### config.mk
export PLATFORM = sky130hd
export DESIGN_NAME = spi_master_param
export DESIGN_NICKNAME = d
export VERILOG_FILES = /design/src/rtl/spi_master_param.sv
export SDC_FILE = /design/constraint.sdc
export NUM_CORES = 1
export LEC_CHECK = 0
export CAP_MARGIN = 15
export CORE_ASPECT_RATIO = 1.25
export CORE_MARGIN = 2
export CORE_UTILIZATION = 40
export DETAILED_ROUTE_END_ITERATION = 10
export SLEW_MARGIN = 10
export SYNTH_ARGS = -nofsm -noshare
export SYNTH_HDL_FRONTEND = slang
export SYNTH_SLANG_ARGS = --single-unit
### constraint.sdc
create_clock -name clk -period 5.4 [get_ports clk]
set_clock_uncertainty 0.05 [all_clocks]
set_input_delay 1.08 -clock clk [delete_from_list [all_inputs] [get_ports clk]]
set_output_delay 1.08 -clock clk [all_outputs]
set_load 0.01 [all_outputs]
### src/rtl/spi_master_param.sv
// spi_master_param: full-duplex SPI master with configurable width, divider and bit order.
// CPOL/CPHA are captured per word at accept; all outputs are registered.
module spi_master_param #(
    parameter int DATA_W    = 8,
    parameter int CLK_DIV   = 4,
    parameter bit LSB_FIRST = 1'b0
) (
    input  logic              clk,
    input  logic              rst,
    input  logic              cpol,
    input  logic              cpha,
    input  logic [DATA_W-1:0] tx_data,
    input  logic              tx_valid,
    output logic              tx_ready,
    output logic [DATA_W-1:0] rx_data,
    output logic              rx_valid,
    output logic              busy,
    output logic              sclk,
    output logic              mosi,
    input  logic              miso,
    output logic              cs_n
);
    localparam int CW = CLK_DIV > 1 ? $clog2(CLK_DIV) : 1;
    localparam int EW = $clog2(2 * DATA_W);
    localparam logic [CW-1:0] CNT_MAX = CW'(CLK_DIV - 1);
    localparam logic [EW-1:0] E_LAST = EW'(2 * DATA_W - 1);

    typedef enum logic [1:0] {IDLE, LEAD, XFER, TRAIL} state_t;

    state_t            state_q, state_d;
    logic [CW-1:0]     cnt_q, cnt_d;
    logic [EW-1:0]     e_q, e_d;
    logic [DATA_W-1:0] tx_sh_q, tx_sh_d, rx_sh_q, rx_sh_d, rx_data_q, rx_data_d;
    logic [DATA_W-1:0] tx_sh_nx, rx_sh_nx;
    logic              cpol_q, cpol_d, cpha_q, cpha_d, sclk_q, sclk_d, mosi_q, mosi_d;
    logic              cs_n_q, cs_n_d, rx_valid_q, rx_valid_d;
    logic              tick;

    function automatic logic first_bit(input logic [DATA_W-1:0] w);
        return LSB_FIRST ? w[0] : w[DATA_W-1];
    endfunction

    assign tick     = cnt_q == CNT_MAX;
    assign tx_sh_nx = LSB_FIRST ? tx_sh_q >> 1 : tx_sh_q << 1;
    // received bits enter opposite the transmit end so rx_data keeps tx_data significance
    assign rx_sh_nx = LSB_FIRST ? {miso, rx_sh_q[DATA_W-1:1]} : {rx_sh_q[DATA_W-2:0], miso};

    always_comb begin
        state_d    = state_q;
        cnt_d      = (state_q == IDLE) ? cnt_q : (tick ? '0 : cnt_q + CW'(1));
        e_d        = e_q;
        tx_sh_d    = tx_sh_q;
        rx_sh_d    = rx_sh_q;
        rx_data_d  = rx_data_q;
        cpol_d     = cpol_q;
        cpha_d     = cpha_q;
        sclk_d     = sclk_q;
        mosi_d     = mosi_q;
        cs_n_d     = cs_n_q;
        rx_valid_d = 1'b0;
        case (state_q)
            IDLE: begin
                sclk_d = cpol;
                if (tx_valid) begin
                    state_d = LEAD;
                    cnt_d   = '0;
                    tx_sh_d = tx_data;
                    rx_sh_d = '0;
                    cpol_d  = cpol;
                    cpha_d  = cpha;
                    cs_n_d  = 1'b0;
                    mosi_d  = cpha ? mosi_q : first_bit(tx_data);
                end
            end
            LEAD: begin
                sclk_d = cpol_q;
                if (tick) begin
                    state_d = XFER;
                    e_d     = '0;
                end
            end
            XFER: begin
                if (tick) begin
                    sclk_d = !sclk_q;
                    e_d    = e_q + EW'(1);
                    // even e is a leading edge: sample there for cpha=0, on odd e for cpha=1
                    if (e_q[0] == cpha_q) begin
                        rx_sh_d = rx_sh_nx;
                    end else if (cpha_q || e_q != E_LAST) begin
                        tx_sh_d = tx_sh_nx;
                        mosi_d  = cpha_q ? first_bit(tx_sh_q) : first_bit(tx_sh_nx);
                    end
                    if (e_q == E_LAST) state_d = TRAIL;
                end
            end
            default: begin
                sclk_d = cpol_q;
                if (tick) begin
                    state_d    = IDLE;
                    cs_n_d     = 1'b1;
                    rx_data_d  = rx_sh_q;
                    rx_valid_d = 1'b1;
                end
            end
        endcase
    end

    always_ff @(posedge clk or posedge rst) begin
        if (rst) begin
            state_q    <= IDLE;
            cnt_q      <= '0;
            e_q        <= '0;
            tx_sh_q    <= '0;
            rx_sh_q    <= '0;
            rx_data_q  <= '0;
            cpol_q     <= 1'b0;
            cpha_q     <= 1'b0;
            sclk_q     <= 1'b0;
            mosi_q     <= 1'b0;
            cs_n_q     <= 1'b1;
            rx_valid_q <= 1'b0;
        end else begin
            state_q    <= state_d;
            cnt_q      <= cnt_d;
            e_q        <= e_d;
            tx_sh_q    <= tx_sh_d;
            rx_sh_q    <= rx_sh_d;
            rx_data_q  <= rx_data_d;
            cpol_q     <= cpol_d;
            cpha_q     <= cpha_d;
            sclk_q     <= sclk_d;
            mosi_q     <= mosi_d;
            cs_n_q     <= cs_n_d;
            rx_valid_q <= rx_valid_d;
        end
    end

    assign tx_ready = state_q == IDLE;
    assign busy     = !tx_ready;
    assign rx_data  = rx_data_q;
    assign rx_valid = rx_valid_q;
    assign sclk     = sclk_q;
    assign mosi     = mosi_q;
    assign cs_n     = cs_n_q;
endmodule

==> impl_results.md <==
- CP Cell Sequence: inv_1 > ha_1 > inv_1 > clkdlybuf4s50_1
- DR DRC count: 0
- Wire length of the first global-routing pass: 5900 µm
- Worst IR Drop VDD: roughly 0.13 mV
- Routed wire per std cell: 13.6 µm
- Mapped Cells: approximately 150
- Mux contribution to synthesized area: between 10% and 20%
- Count of different cell masters after synthesis: 34
- Placed Area: 2140 µm²
- Crit path max fanout: 10
- Area occupied by multi-input gates: about 800 µm²
- Die area: 5170 µm²
- Worst-margin pin slew: a little under 1 ns
- Leak: between 0.001 and 0.0015 µW
- Port bufs: 27
- Post_cts resized: 0
- RD Place Congestion: 0.721
- Avg Cell Area, Syn: roughly 12 µm²
- Storage cell area: between 900 and 1000 µm²
- Relative max-transition margin: 35.3%
- Clock slew at the register clock pins of the worst setup and hold paths: approximately 0.080 ns
- Fin nets: between 150 and 200
- Routed WL: between 3000 and 4000 µm
- Crit path largest cell delay: 0.57 ns
- Compound-gate portion of the synthesized area: ~18%
- Main combinational cell family by area after synthesis: compound AO/OA/AOI/OAI gates
- First drt pass iteration count: 4
- Vias: ~1200
- Root Buffer: clkbuf_8
- Fillcell total: 397
- FP Rows: 27
- Status: finished clean
- CTS tree: done
- RSZ-0062 raised after global routing: no
- Crit path max-delay family: buffers and inverters
- CP max stage cell: clkdlybuf4s50_1
- Initial antenna violation count: 0
- Endpoint type of the worst setup path: primary output
- Worst min-delay path class: register to register
- # IOs: 28
- Simple-gate share of the synthesized area: a little over 8%
- Final hold violation count: 0
- Clk Latency, worst-skew pair: slightly below 0.3 ns
- Placed insts: 230
- All-layer global routing usage: between 10% and 20%
- Total of max-cap violations: 0
- Core box area: roughly 4400 µm²
- Post-Layout Inst Area: between 2000 and 2500 µm²
- Pwr Density: approximately 270 nW/µm²
- TritonCTS Buffers: 5
- Synth Area in XOR/XNOR: less than 1%
- Setup CP Type: register to primary output
- H-tree depth: 2
- Hpwl dp: about 2300 µm
- Via/cell ratio: between 5 and 6
- Die Y: approximately 80 µm
- N_diodes: 0
- Commonest non-fill, non-tap cell in the layout: dfrtp_1
- Most frequent cells in the layout: dfrtp_1, clkdlybuf4s50_1, mux2i_1, a22o_1, mux2_2
- Vias in the first global route: roughly 1300
- Period minus WS final: approximately 3 ns
- Data required, critical path: 4.27 ns
- Buf+Inv Stages, Crit Path: 3
- Synth warn: 0
- Post-route ant nets: 0
- Synth Register Bits: 38
- Remaining Overflow, GRT: 0
- Initial detailed-routing violation count: 59
- Area Overhead vs Synth: 23.7%
- Final Non-Filler Cells: roughly 240
- Period utilisation layout: a little under three fifths
- Sequential area share after synthesis: between 50% and 60%
- Layout cells sized above 1: between 15 and 20%
- Die width: ~65 µm
- Largest net degree at the start of global routing: 39
- Synth Area in Adders: 4.07%
- Clock Sinks: 38
- Syn Nets: roughly 170
- Fin Setup TNS: 0 ns
- CTS Hold Buffers Added: 0
- Crit start category: register
- Setup Viol. Count Final: 0
- Worst EP arrival: roughly 1.9 ns
- Post-synthesis cell area: about 1800 µm²
- Max Root-Sink Buffers: 2
- Post-CTS Setup Bufs: 0
- CP most frequent cell: inv_1
- Initial Util: approximately two fifths
- Fmax: between 0.3 and 0.4 GHz
- Max Slew Vio Count: 0
-- through the flow --
stage / utilization (%) / total power [µW] / hold slack [ns] / worst slack (ns)
final: 51.5 / 607 / 0.457 / 2.35
after global routing: 51.5 / 629 / 0.482 / 2.24
after CTS: 51.5 / 612 / 0.458 / 2.36
after detailed placement: 48.3 / 314 / 0.441 / 2.48
after global placement: 48.3 / 314 / 0.435 / 2.52
after floorplan: - / 301 / 0.417 / 3.29
-- report_power, final --
part	internal, µW	switching [µW]
registers	287	2.01
logic	10.9	8.08
clock network	197	102
total	495	112
-- final cells by class --
cell class	count	area share (%)
clock buffers	6	3.62
clock inverters	2	2.63
inverters	9	1.48
multi-input cells	97	35.2
flip-flops and latches	38	41.7
well taps	58	3.18
repair buffers	28	12.2
-- flip-flops by register name, indices dropped and copies added (netlist names), 2 cells and up --
register,cells
state_q,2
rx_data,8
cnt_q,2
tx_sh_q,8
rx_sh_q,8
e_q,4
-- cell families (layout without fill, tap and decap cells) --
logic type / after synthesis / count (layout)
fa+ha+maj: 6 / 6
compound gates: 45 / 45
simple gates: 23 / 23
flops: 38 / 38
mux: 22 / 22
xor+xnor: 1 / 1
buf+inv: 16 / 45
-- final timing paths --
check	from	endpoint	slack, ns	depth (start not counted)
setup / recovery	state_q[0]	busy	2.35	4
hold / removal	cnt_q[1]	cnt_q[1]	0.46	1
setup reg to reg	state_q[0]	mosi	2.69	6
hold reg to reg	cnt_q[1]	cnt_q[1]	0.46	1
max in group asynchronous	rst	cs_n	3.81	3
min in group asynchronous	rst	rx_data[0]	1.15	3
-- Yosys cell counts, drive strengths merged --
library cell	instances	area share, %
mux2i	11	6.0
o21ai	7	1.9
inv	9	1.8
nand2	9	1.8
xor2	1	0.47
o211ai	1	0.41
o31ai	1	0.41
a32o	1	0.54
a21boi	1	0.41
nor4	1	1.2
a211o	1	0.95
nand2b	1	0.34
a21oi	12	4.3
a31o	2	0.95
a22o	11	5.2
nor2	1	0.20
buf	7	3.1
nand4	1	0.34
nand3	5	1.9
nor3	2	0.54
mux2	11	6.9
dfstp	1	1.4
ha	6	4.1
nor2b	3	2.0
dfrtp	37	50
a31oi	8	2.7
-- metal layers --
| metal | track usage [%] | vias to the layer above | part of all wire, % | routed length [µm] |
|---|---|---|---|---|
| met5 | 0 | - | 0 | 0 |
| met4 | 5.11 | 0 | 1.4 | 46 |
| met3 | 4.23 | 5 | 3.9 | 126 |
| met2 | 24.2 | 24 | 51 | 1640 |
| met1 | 18.7 | 603 | 44 | 1430 |
| li1 | - | 607 | - | - |
(Power assumes the default switching activity.)
